--- config.mk ---
export PLATFORM = sky130hd
export DESIGN_NAME = adder_core
export DESIGN_NICKNAME = d
export VERILOG_FILES = /design/src/rtl/adder_core.sv
export SDC_FILE = /design/constraint.sdc
export NUM_CORES = 1
export LEC_CHECK = 0
export CAP_MARGIN = 0
export CORE_AREA = 2 2 39 41
export DETAILED_ROUTE_END_ITERATION = 7
export DIE_AREA = 0 0 41 43
export PLACE_DENSITY_LB_ADDON = 0.05
export SKIP_CTS_REPAIR_TIMING = 1
export SLEW_MARGIN = 20
export SYNTH_ARGS = -nofsm -noshare
export SYNTH_HDL_FRONTEND = slang
export SYNTH_SLANG_ARGS = --single-unit
--- constraint.sdc ---
create_clock -name clock -period 0.8 [get_ports clock]
set_input_delay 0.16 -clock clock [delete_from_list [all_inputs] [get_ports clock]]
set_output_delay 0.16 -clock clock [all_outputs]
set_load 0.05 [all_outputs]
--- src/rtl/adder_core.sv ---
// Registered unsigned adder with a LATENCY-deep shift-chain pipeline.
// Ports: clock, reset (async active-low), in1/in2 operands, out = in1+in2 with carry in MSB.
module adder_core #(
  parameter int unsigned WIDTH   = 4,
  parameter int unsigned LATENCY = 1
) (
  input  logic             clock,
  input  logic             reset,
  input  logic [WIDTH-1:0] in1,
  input  logic [WIDTH-1:0] in2,
  output logic [WIDTH:0]   out
);

  logic [WIDTH:0] sum;
  logic [WIDTH:0] stage [LATENCY];

  // Zero-extend before adding so the carry lands in the top bit.
  assign sum = {1'b0, in1} + {1'b0, in2};

  always_ff @(posedge clock or negedge reset) begin
    if (!reset) begin
      for (int i = 0; i < int'(LATENCY); i++) begin
        stage[i] <= '0;
      end
    end else begin
      stage[0] <= sum;
      for (int i = 1; i < int'(LATENCY); i++) begin
        stage[i] <= stage[i-1];
      end
    end
  end

  assign out = stage[LATENCY-1];

endmodule

==> results of run 1 <==
-- cell type report --
| cell class | instances | area [um2] | area share, % |
|---|---|---|---|
| well taps | 16 | 20.02 | 3.419 |
| multi-input cells | 12 | 188.9 | 32.26 |
| flip-flops and latches | 5 | 125.1 | 21.37 |
| repair buffers | 15 | 210.2 | 35.90 |
| clock buffers | 4 | 26.28 | 4.487 |
| inverters | 4 | 15.01 | 2.564 |
-- per-stage QoR --
| step | TNS, ns | hold slack, ns | power, mW | utilization (%) |
|---|---|---|---|---|
| global route | -1.149 | 0.1195 | 1.159 | 42.31 |
| CTS | -2.453 | 0.1475 | 1.051 | 37.61 |
| detailed placement | -2.895 | 0.3959 | 0.7654 | 35.71 |
| floorplan | -0.4470 | -0.1356 | 0.5130 | - |
| finish | -0.8739 | 0.1375 | 1.074 | 42.31 |
| global placement | -2.893 | 0.3919 | 0.7622 | 35.71 |
-- power groups by stage --
stage	clock network, mW	logic, mW	registers (mW)
6_report	0.276	0.475	0.322
5_1_grt	0.324	0.510	0.325
4_1_cts	0.288	0.440	0.323
3_5_place_dp	0	0.438	0.327
3_3_place_gp	0	0.437	0.325
2_1_floorplan	0	0.0717	0.441
-- cells in the final DEF, fill, tap and decap left out --
master / instances
sky130_fd_sc_hd__dfrtp_1: 5
sky130_fd_sc_hd__buf_12: 5
sky130_fd_sc_hd__ha_4: 4
sky130_fd_sc_hd__dlymetal6s2s_1: 4
sky130_fd_sc_hd__clkbuf_4: 3
sky130_fd_sc_hd__inv_1: 2
sky130_fd_sc_hd__xnor2_2: 2
sky130_fd_sc_hd__inv_2: 2
sky130_fd_sc_hd__buf_6: 2
sky130_fd_sc_hd__nor2b_1: 1
sky130_fd_sc_hd__o21ai_1: 1
sky130_fd_sc_hd__nand2b_1: 1
sky130_fd_sc_hd__a21o_1: 1
sky130_fd_sc_hd__a21oi_2: 1
sky130_fd_sc_hd__fa_2: 1
sky130_fd_sc_hd__clkbuf_1: 1
sky130_fd_sc_hd__clkbuf_2: 1
sky130_fd_sc_hd__buf_8: 1
sky130_fd_sc_hd__clkdlybuf4s50_1: 1
sky130_fd_sc_hd__buf_4: 1
-- worst max path at each step --
stage,from,to,slack [ns],cells after the start
floorplan,in1[0],out[1],-0.15,4
global placement,in1[0],out[4],-0.73,7
detailed placement,in1[0],out[4],-0.73,7
CTS,in1[0],out[4],-0.49,7
global route,out[2],out[2],-0.17,1
finish,out[4],out[4],-0.14,1
-- metal layers --
metal / part of all wire (%) / wire length [um] / global-route usage [%] / vias up
li1: - / - / - / 105
met1: 33 / 175 / 5.882 / 107
met2: 58 / 304 / 12.19 / 9
met3: 8.7 / 46 / 3.141 / 0
met4: 0 / 0 / 8.000 / 0
met5: 0 / 0 / 0 / -
-- cells by family after synthesis --
family / count (synthesis) / synth area share [%]
adder cells (fa/ha/maj): 5 / 26.80
flip-flops: 5 / 47.85
buffers and inverters: 4 / 5.740
AO/OA/AOI/OAI: 3 / 8.134
XOR/XNOR: 2 / 6.700
AND/OR/NAND/NOR: 2 / 4.788
==> impl_metrics.sql, run 1 <==
INSERT INTO impl_metrics (metric_group, metric, value, unit) VALUES
('critical_path', 'critPathSlowestCell', 'sky130_fd_sc_hd__dfrtp_1', ''),
('critical_path', 'cp-start-kind', 'flip-flop', ''),
('drt', 'drc_errors', '0', ''),
('status', 'run_status', 'complete, but fails checks', ''),
('finish', 'post_layout_nonfiller_instances', '56', ''),
('critical_path', 'path_max_fanout', '1', ''),
('clocking', 'cts_tree', 'yes', ''),
('global_route', 'global_route_wire_length_before_repair', '848', 'um'),
('synthesis', 'synth_area_leader_cell', 'sky130_fd_sc_hd__dfrtp_1', ''),
('die', 'chipWidth', '41', 'um'),
('worst_hold_path', 'worst_hold_path_type', 'in -> async', ''),
('clocking', 'cts.path.max_buffers', '2', ''),
('synthesis', 'synth_warn', '0', ''),
('finish', 'n_fill_cell', '131', ''),
('sta', 'timing.fmax', '1067', 'MHz'),
('job', 'maxCapViolCount', '0', ''),
('synthesis', 'syn_inst', '21', ''),
('critical_path', 'timing.critical_path.required', '0.64', 'ns'),
('sta', 'finalMaxSlewViolations', '0', ''),
('power_and_ir_drop', 'worst_ir_drop_vdd', '0.4469', 'mV'),
('synthesis', 'mappedNetlistNets', '36', ''),
('power_and_ir_drop', 'power_density', '1834', 'mW/mm2'),
('drt', 'final_antenna_net_count', '0', ''),
('sta', 'hold_violations', '0', ''),
('sta', 'fin_ws', '-0.1368', 'ns'),
('critical_path', 'endpoint_kind', 'output port', ''),
('synthesis', 'synth_area_leaders', 'sky130_fd_sc_hd__dfrtp_1 48%, sky130_fd_sc_hd__ha_1 19%, sky130_fd_sc_hd__fa_1 7.7%', ''),
('sta', 'slew_headroom', '85.33', '%'),
('clocking', 'clk_pin_slew', '0.04', 'ns'),
('drt', 'post_drt_wl_per_cell', '9.393', 'um'),
('sta', 'min_period_over_period', '117.1', '%'),
('synthesis', 'ys_top_cells_by_count', '5 x sky130_fd_sc_hd__dfrtp_1, 4 x sky130_fd_sc_hd__ha_1, 4 x sky130_fd_sc_hd__inv_1', ''),
('power_and_ir_drop', 'net-switching-power', '339.7', 'uW'),
('critical_path', 'cp.arrival', '0.78', 'ns'),
('finish', 'largest_reg_flops', '5', ''),
('clocking', 'cts_root_buffer', 'sky130_fd_sc_hd__clkbuf_4', ''),
('synthesis', 'synthFlopType', 'sky130_fd_sc_hd__dfrtp_1', ''),
('placed_design', 'finalWeightedCongestion', '0.5557', ''),
('drt', 'viasPerCell', '3.946', ''),
('sta', 'tightestPinTransition', '0.2193', 'ns'),
('placed_design', 'placed_cells', '52', ''),
('synthesis', 'synthesis.area_per_instance', '12.45', 'um2'),
('critical_path', 'slowest_cell_delay_on_critical_path', '0.39', 'ns'),
('finish', 'postLayoutCellArea', '585.6', 'um2'),
('status', 'violations_in_the_final_reports', 'negative setup slack', ''),
('placed_design', 'io_buffers', '14', ''),
('synthesis', 'yosys.cell_types.count', '10', ''),
('critical_path', 'worst-setup-path-type', 'reg -> out', ''),
('synthesis', 'synth.ff_latch_count', '5', ''),
('global_route', 'grt_util_all_layers', '7.568', '%'),
('power_and_ir_drop', 'clock_power_share', '25.7', '%'),
('finish', 'drive_above_1_share', '57.50', '%'),
('placed_design', 'placed_area', '494.2', 'um2'),
('synthesis', 'synth_area', '261.5', 'um2'),
('clocking', 'htreeDepth', '1', ''),
('finish', 'area.growth.synth_to_final', '123.9', '%'),
('power_and_ir_drop', 'seq_power_share', '30.0', '%'),
('die', 'io-pin-count', '15', ''),
('global_route', 'antenna_found_initial', '0', ''),
('drt', 'vias', '221', ''),
('die', 'chipHeight', '43', 'um'),
('finish', 'diode_count', '0', ''),
('sta', 'final-setup-viol-count', '9', ''),
('global_route', 'grt_start_max_net_pins', '6', ''),
('placed_design', 'dp_slack', '-0.7310', 'ns'),
('synthesis', 'asyncSetResetFlopFracSynth', '100.0', '%'),
('global_route', 'grt_overflow_total', '0', ''),
('power_and_ir_drop', 'leakagePower', '0.2931', 'nW'),
('synthesis', 'synth_top_cell_area_share', '47.85', '%'),
('global_route', 'vias_in_the_first_global_route', '239', ''),
('die', 'placement_rows', '14', '');
No activity file was read; power rests on OpenSTA's default activity.
==> run 2, diff against run 1 <==
--- a/config.mk
+++ b/config.mk
@@ -5,6 +5,7 @@
 export SDC_FILE = /design/constraint.sdc
 export NUM_CORES = 1
 export LEC_CHECK = 0
+export ABC_AREA = 1
 export CAP_MARGIN = 0
 export CORE_AREA = 2 2 39 41
 export DETAILED_ROUTE_END_ITERATION = 7
==> impl_metrics.sql, run 2 <==
INSERT INTO impl_metrics (metric_group, metric, value, unit) VALUES
('drt', 'vias', '274', ''),
('finish', 'post_layout_nonfiller_instances', '68', ''),
('synthesis', 'synthFlopType', 'sky130_fd_sc_hd__dfrtp_1', ''),
('power_and_ir_drop', 'p_sw_share', '32.32', '%'),
('synthesis', 'ys_top_cells_by_count', '7 x sky130_fd_sc_hd__inv_1, 5 x sky130_fd_sc_hd__dfrtp_1, 5 x sky130_fd_sc_hd__nand2_1', ''),
('power_and_ir_drop', 'seq_power_share', '29.6', '%'),
('synthesis', 'synth.most_common_cell', 'sky130_fd_sc_hd__inv_1', ''),
('global_route', 'vias_in_the_first_global_route', '248', ''),
('drt', 'firstDrtPassIters', '4', ''),
('synthesis', 'synth_area_leader_cell', 'sky130_fd_sc_hd__dfrtp_1', ''),
('global_route', 'grt_overflow_total', '0', ''),
('global_route', 'grt_start_max_net_pins', '6', ''),
('power_and_ir_drop', 'power_density', '1726', 'mW/mm2'),
('power_and_ir_drop', 'design_power_total', '1.071', 'mW'),
('die', 'chipWidth', '41', 'um'),
('synthesis', 'synth_top_cell_area_share', '44.25', '%'),
('critical_path', 'slowest_cell_delay_on_critical_path', '0.39', 'ns'),
('placed_design', 'finalWeightedCongestion', '0.6922', ''),
('finish', 'largest_reg_flops', '5', ''),
('critical_path', 'critPathTopFamily', 'flip-flops', ''),
('global_route', 'antenna_found_initial', '0', ''),
('synthesis', 'yosys.cell_types.count', '10', ''),
('power_and_ir_drop', 'worst_ir_drop_vdd', '0.4745', 'mV'),
('sta', 'finalMaxSlewViolations', '0', ''),
('placed_design', 'dp_slack', '-0.7139', 'ns'),
('synthesis', 'synth_area', '282.8', 'um2'),
('finish', 'postLayoutCellArea', '620.6', 'um2'),
('critical_path', 'timing.critical_path.required', '0.64', 'ns'),
('placed_design', 'io_buffers', '14', ''),
('worst_hold_path', 'worst_hold_path_type', 'in -> async', ''),
('power_and_ir_drop', 'cell_internal_pwr', '725.1', 'uW'),
('critical_path', 'cp.buffers_inverters', '1', ''),
('drt', 'post_drt_wl_per_cell', '9.176', 'um'),
('finish', 'diode_count', '0', ''),
('synthesis', 'mappedNetlistNets', '45', ''),
('die', 'chipHeight', '43', 'um'),
('status', 'run_status', 'complete, but fails checks', ''),
('finish', 'drive_above_1_share', '46.15', '%'),
('job', 'maxCapViolCount', '0', ''),
('sta', 'min_period_over_period', '117.2', '%'),
('critical_path', 'path_max_fanout', '1', ''),
('synthesis', 'synthesis.area_per_instance', '9.426', 'um2'),
('clocking', 'htreeDepth', '1', ''),
('finish', 'area.growth.synth_to_final', '119.5', '%'),
('drt', 'detailedRoute.firstIterationViolations', '2', ''),
('clocking', 'cts_inserted_buffers', '3', ''),
('clocking', 'cts_root_buffer', 'sky130_fd_sc_hd__clkbuf_4', ''),
('synthesis', 'synth_edf_count', '0', ''),
('critical_path', 'endpoint_kind', 'output port', ''),
('finish', 'mostFrequentLayoutCells', '5 x sky130_fd_sc_hd__nand2_1, 5 x sky130_fd_sc_hd__dlymetal6s2s_1, 5 x sky130_fd_sc_hd__dfrtp_1, 5 x sky130_fd_sc_hd__buf_12', ''),
('critical_path', 'worst-setup-path-type', 'reg -> out', ''),
('sta', 'final-setup-viol-count', '6', ''),
('power_and_ir_drop', 'leakagePower', '0.3225', 'nW'),
('clocking', 'cts_tree', 'yes', ''),
('status', 'violations_in_the_final_reports', 'negative setup slack', ''),
('synthesis', 'syn_inst', '30', ''),
('die', 'initial_utilization', '20.43', '%'),
('synthesis', 'ys_seq_area_share', '44.25', '%'),
('sta', 'final.min_clock_period', '0.9375', 'ns'),
('sta', 'setup_repair_after_global_routing_missed_its_margin', 'yes', ''),
('global_route', 'grt_util_all_layers', '8.898', '%'),
('sta', 'fin_setup_tns', '-0.6894', 'ns'),
('sta', 'slew_headroom', '85.87', '%'),
('clocking', 'clkSinkCount', '5', ''),
('synthesis', 'synth_warn', '0', ''),
('synthesis', 'asyncSetResetFlopFracSynth', '100.0', '%'),
('power_and_ir_drop', 'clock_power_share', '26.1', '%'),
('drt', 'detail_route.wirelength', '624', 'um'),
('placed_design', 'placed_area', '543.0', 'um2'),
('die', 'core', '0.001384', 'mm2'),
('critical_path', 'critPathSlowestCell', 'sky130_fd_sc_hd__dfrtp_1', ''),
('clocking', 'clk_pin_slew', '0.04', 'ns'),
('critical_path', 'cp-start-kind', 'flip-flop', ''),
('sta', 'tightestPinTransition', '0.2114', 'ns'),
('synthesis', 'synth_area_leaders', 'sky130_fd_sc_hd__dfrtp_1 44%, sky130_fd_sc_hd__ha_1 18%, sky130_fd_sc_hd__inv_1 9.3%', ''),
('die', 'placement_rows', '14', ''),
('drt', 'drc_errors', '0', ''),
('power_and_ir_drop', 'share_comb_of_total_power', '44.2', '%'),
('power_and_ir_drop', 'net-switching-power', '346.3', 'uW'),
('sta', 'hold_violations', '0', ''),
('drt', 'final_antenna_net_count', '0', ''),
('critical_path', 'timing.critical_path.cells', 'buf_12', ''),
('clocking', 'cts.path.max_buffers', '2', ''),
('finish', 'final_net_count', '68', ''),
('die', 'io-pin-count', '15', ''),
('placed_design', 'placed_cells', '63', ''),
('die', 'dieArea', '0.001763', 'mm2'),
('sta', 'timing.fmax', '1067', 'MHz'),
('critical_path', 'cp.arrival', '0.78', 'ns'),
('global_route', 'global_route_wire_length_before_repair', '966', 'um'),
('drt', 'viasPerCell', '4.029', ''),
('synthesis', 'synth.ff_latch_count', '5', ''),
('sta', 'fin_ws', '-0.1375', 'ns'),
('placed_design', 'detailedPlacementHpwl', '486.3', 'um');
run 2: worst paths after layout:
path                       startpoint  endpoint  slack (ns)  depth (start not counted)
min in group clock             in1[0]    out[0]        0.14                          2
max in group asynchronous       reset    out[2]        0.48                          1
hold / removal                  reset    out[0]        0.14                          1
setup / recovery               out[0]    out[0]       -0.14                          1
run 2: cell families (layout without fill, tap and decap cells):
kind of cell	count (synthesis)	count (layout)	share of synthesized area, %
compound gates	3	3	5.308
flops	5	5	44.25
buf+inv	7	29	9.294
fa+ha+maj	5	5	24.78
xor+xnor	1	1	3.098
simple gates	9	9	13.27
run 2: cell type report:
type / instances / area, um2
repair buffers: 18 / 234.0
clock buffers: 4 / 26.28
flip-flops and latches: 5 / 125.1
well taps: 16 / 20.02
inverters: 7 / 26.28
fillers: 139 / 763.2
multi-input cells: 18 / 188.9
run 2: through the flow:
step / util, % / hold WS, ns
finish: 44.85 / 0.1352
global route: 44.85 / 0.1273
CTS: 41.14 / 0.1398
detailed placement: 39.24 / 0.3887
global placement: 39.24 / 0.3901
floorplan: - / -0.1356
run 2: metal layers:
layer	vias up	global-route usage, %	routed length [um]
met2	13	12.50	309
met5	-	0	0
met1	120	8.882	216
met4	0	12.00	35
li1	137	-	-
met3	4	1.571	64
run 2: power by group through the flow:
stage	logic [mW]	registers [mW]	clock network, mW
2_1_floorplan	0.0903	0.431	0
3_3_place_gp	0.450	0.322	0
3_5_place_dp	0.456	0.321	0
4_1_cts	0.460	0.318	0.290
5_1_grt	0.505	0.319	0.311
6_report	0.474	0.318	0.280
==> edit 1: new RTL, flow settings as in run 1 <==
Set the parameter `LATENCY` to 2 (it was 1).
--- a/src/rtl/adder_core.sv
+++ b/src/rtl/adder_core.sv
@@ -4,3 +4,3 @@
   parameter int unsigned WIDTH   = 4,
-  parameter int unsigned LATENCY = 1
+  parameter int unsigned LATENCY = 2
 ) (
Behaviour: not the same (Yosys sat finds a counterexample within 4 cycles, from zero or initial values and one cycle with reset low).
==> edit 1 against run 1 <==
The run still ends with negative setup slack left; core utilization grew 8.9 points; global-route usage grew 0.71 points; final area grew 21%; non-clock buffer count grew 1; fmax shrank 2.0%; synthesized area grew 62%; total power grew 30%; sequential share of layout area grew 14 points; final cell count grew 8.9%; routed wire length grew 12%; sequential power grew 92%; sequential cell count grew 5; worst setup slack lost 0.019 ns; critical path type unchanged; largest cell class is now registers; highest routed layer is now met4.
==> edit 1: results (changes against run 1) <==
status: finished, violations left (unchanged)
violated checks: negative setup slack (unchanged)
measured slew at the worst slew-check pin: 0.128 ns (was 0.219 ns)
WP data arrival: 0.80 ns (was 0.78 ns)
Flop pwr share: 0.443 (was 0.300)
slowest CP cell: dfrtp_1 (unchanged)
Yosys cell types: 11 (was 10)
highest routed metal layer: met4 (was met3)
Logic pwr share: 0.339 (was 0.442)
top cells by count, synth: dfrtp_1, buf_4, ha_1, inv_1, xnor2_1 (was dfrtp_1, ha_1, inv_1)
# nets final: 62 (was 56)
Metal-1 WL: 181 microns (was 175 microns)
HPWL Detailed: 473 microns (was 416 microns)
PnR worst setup slack: -0.156 ns (was -0.137 ns)
GR peak layer: met4 (was met2)
multiplexer share of the synthesized area: 0 (unchanged)
Int Pwr: 1.00 mW (was 0.734 mW)
# setup viols final: 7 (was 9)
metal2 WL: 340 microns (was 304 microns)
CTS root buffer: clkbuf_4 (unchanged)
R2R cell count: 0
layout cells sized above 1: 0.467 (was 0.575)
Peak VDD IR: 576 uV (was 447 uV)
Crit. Startpoint: out[3]$_DFF_PN0_ (was out[4]$_DFF_PN0_)
post-route setup TNS: -0.836 ns (was -0.874 ns)
grt met3 use: 0.0209 (was 0.0314)
Compound-Gate Fraction of Synth Area: 0.0501 (was 0.0813)
Synth Area in Adders: 0.165 (was 0.268)
post-synthesis sequential area ratio: 0.590 (was 0.478)
Switch Pwr: 0.392 mW (was 0.340 mW)
dpl cells: 58 (was 52)
GRT Resource Usage Total: 0.0828 (was 0.0757)
synth warn: 0 (unchanged)
DP Worst Slack: -0.719 ns (was -0.731 ns)
Vias: 259 (was 221)
DP Area: 639 sq um (was 494 sq um)
M2 GR Usage: 0.116 (was 0.122)
Tightest Hold Check Type: in2reg (was in2async)
post-synthesis cell count: 31 (was 21)
largest net degree at the start of global routing: 11 (was 6)
reg2reg start: stage[9]$_DFF_PN0_
drt wl/cell: 9.62 microns (was 9.39 microns)
Syn Nets: 46 (was 36)
synth top area cells: dfrtp_1, ha_1, buf_4 (was dfrtp_1, ha_1, fa_1)
GP Congestion: 0.558 (was 0.556)
Final Hold Viols: 0 (unchanged)
static leakage: 0.348 nW (was 0.293 nW)
met3 routed WL: 45 microns (was 46 microns)
global-route wire length before repair: 876 microns (was 848 microns)
Critical Path End: out[3] (was out[4])
worst-skew pair later-pin latency: 0.25 ns
post-synthesis xor/xnor area fraction: 0.0413 (was 0.0670)
clk slew on worst S/H paths: 0.06 ns (was 0.04 ns)
Finished Layout Cells: 61 (was 56)
GR Layer Usage met1: 0.0751 (was 0.0588)
vias in the first global route: 242 (was 239)
Clock Path Buffers: 2 (unchanged)
==> edit 1: changes by cell type after synthesis, sizes merged <==
cell          run 1  this run
dfrtp             5        10
buf               0         5
==> edit 1: area by class of cell <==
type / instances / area, sq um
Multi-Input combinational cell: 12 / 174
Tap cell: 16 / 20.0
Clock buffer: 3 / 22.5
Timing Repair Buffer: 16 / 226
Sequential cell: 10 / 250
Inverter: 4 / 15.0
Fill cell: 114 / 676
==> edit 1: worst min-delay path by stage <==
stage | start | endpoint | slack, ns
after global placement | stage[8]$_DFF_PN0_ | out[3]$_DFF_PN0_ | 0.33
after detailed placement | stage[7]$_DFF_PN0_ | out[2]$_DFF_PN0_ | 0.34
after CTS | reset | stage[7]$_DFF_PN0_ | 0.21
final | in1[0] | stage[5]$_DFF_PN0_ | 0.13
after global routing | in1[0] | stage[5]$_DFF_PN0_ | 0.11
after floorplan | reset | out[0]$_DFF_PN0_ | -0.14
==> edit 2: new RTL, flow settings as in run 1 <==
Without the edit above. Put a register stage on the output `out`, with the module's reset. The value now appears one clock later.
--- a/src/rtl/adder_core.sv
+++ b/src/rtl/adder_core.sv
@@ -32,3 +32,9 @@
 
-  assign out = stage[LATENCY-1];
+  always_ff @(posedge clock or negedge reset) begin
+    if (!reset) begin
+      out <= '0;
+    end else begin
+      out <= stage[LATENCY-1];
+    end
+  end
 
Function: changed (Yosys sat finds a counterexample within 4 cycles, from zero or initial values and one cycle with reset low).
==> edit 2 against run 1 <==
The run still ends with negative setup slack left; routed wire length is 14% higher; die area stayed put; total power is 31% higher; sequential cell count is 5 higher; sequential power is 93% higher; worst setup slack worse by 0.028 ns; via count is 20% higher; synthesized area is 48% higher; hold slack worse by 0.018 ns; fmax is 2.9% lower; non-clock buffer count is 2 higher; final area is 23% higher.
==> edit 2: results (changes against run 1) <==
global-route wire length before repair: 862 microns (was 848 microns)
status: finished, violations left (unchanged)
GP Congestion: 0.560 (was 0.556)
fill count: 121 (was 131)
CP peak stage delay: 0.40 ns
largest net degree at the start of global routing: 11 (was 6)
violated checks: negative setup slack (unchanged)
initial antenna violation count: 0 (unchanged)
GR Layer Usage met1: 0.0822 (was 0.0588)
Clock Path Buffers: 2 (unchanged)
synth top area cells: dfrtp_1, ha_1, fa_1 (unchanged)
grt met3 use: 0.00524 (was 0.0314)
worst-skew pair later-pin latency: 0.25 ns
CP Launch Type: flop (unchanged)
H-tree levels: 1 (unchanged)
PnR worst setup slack: -0.165 ns (was -0.137 ns)
DR vias/cell: 4.27 (was 3.95)
Syn Nets: 41 (was 36)
Pre-antenna DRT Iters: 2 (was 1)
vias in the first global route: 226 (was 239)
count of input and output buffers: 14 (unchanged)
synth warn: 0 (unchanged)
FFs w/ async S/R, synth: 1.00 (unchanged)
CTS Buf Count: 3 (unchanged)
Tightest Hold Check Type: in2reg (was in2async)
slowest CP cell: dfrtp_1 (unchanged)
crit-path leading delay family: flip-flops (unchanged)
worst-path fanout max: 1 (unchanged)
post-route setup TNS: -0.910 ns (was -0.874 ns)
Starting DRT DRC Count: 1 (was 0)
static leakage: 0.354 nW (was 0.293 nW)
GRT Resource Usage Total: 0.0778 (was 0.0757)
HPWL Detailed: 475 microns (was 416 microns)
clk_skew: 0.000350 ns
clk slew on worst S/H paths: 0.06 ns (was 0.04 ns)
Finished Layout Cells: 62 (was 56)
DRT Wirelength: 599 microns (was 526 microns)
top cells by count, synth: dfrtp_1, ha_1, inv_1 (unchanged)
post-synthesis cell count: 26 (was 21)
Peak VDD IR: 713 uV (was 447 uV)
layout cells sized above 1: 0.478 (was 0.575)
# setup viols final: 7 (was 9)
CTS root buffer: clkbuf_4 (unchanged)
antenna cells: 0 (unchanged)
dpl cells: 58 (was 52)
measured slew at the worst slew-check pin: 0.134 ns (was 0.219 ns)
largest registers: out (5), stage (5)
WP data arrival: 0.80 ns (was 0.78 ns)
# nets final: 63 (was 56)
post-synthesis sequential area ratio: 0.647 (was 0.478)
M2 GR Usage: 0.113 (was 0.122)
Yosys cell types: 10 (unchanged)
==> edit 2: metrics by stage <==
step | worst slack [ns] | instance area, sq um
6_report | -0.165 | 719
5_1_grt | -0.194 | 719
4_1_cts | -0.485 | 662
3_5_place_dp | -0.755 | 639
3_3_place_gp | -0.708 | 639
2_1_floorplan | -0.145 | 402
==> edit 2: final timing paths <==
kind,startpoint,depth (start not counted),end,slack [ns]
max,out[1]$_DFF_PN0_,1,out[1],-0.16
max in group asynchronous,reset,2,stage[4]$_DFF_PN0_,0.48
min,in1[0],2,stage[0]$_DFF_PN0_,0.12
min reg2reg,stage[2]$_DFF_PN0_,0,out[2]$_DFF_PN0_,0.35
min in group asynchronous,reset,2,stage[2]$_DFF_PN0_,0.22
max reg2reg,stage[4]$_DFF_PN0_,0,out[4]$_DFF_PN0_,0.33
==> edit 2: area by class of cell <==
cell class                 count  area, sq um  area share
sequential                    10          250       0.348
multi-input combinational     12          174       0.242
clock buffer                   3         22.5      0.0313
timing repair buffer          17          238       0.330
tap                           16         20.0      0.0278
inverter                       4         15.0      0.0209
==> edit 2: cell families (layout without fill, tap and decap cells) <==
family | Yosys count | count (layout) | share of synthesized area
fa+ha+maj | 5 | 5 | 0.181
simple gates | 2 | 2 | 0.0324
compound gates | 3 | 3 | 0.0550
flops | 10 | 10 | 0.647
buf+inv | 4 | 24 | 0.0388
xor+xnor | 2 | 2 | 0.0453
==> edit 2: power by group <==
| group | switching [mW] | leakage, nW | internal, mW |
|---|---|---|---|
| clock network | 0.139 | 0.0138 | 0.172 |
| logic | 0.221 | 0.223 | 0.254 |
| registers | 0.0388 | 0.118 | 0.581 |
==> edit 2: metal layers <==
metal	routed length [microns]	vias to the layer above
li1	-	121
met1	185	126
met2	330	14
met3	53	4
met4	29	0
met5	0	-
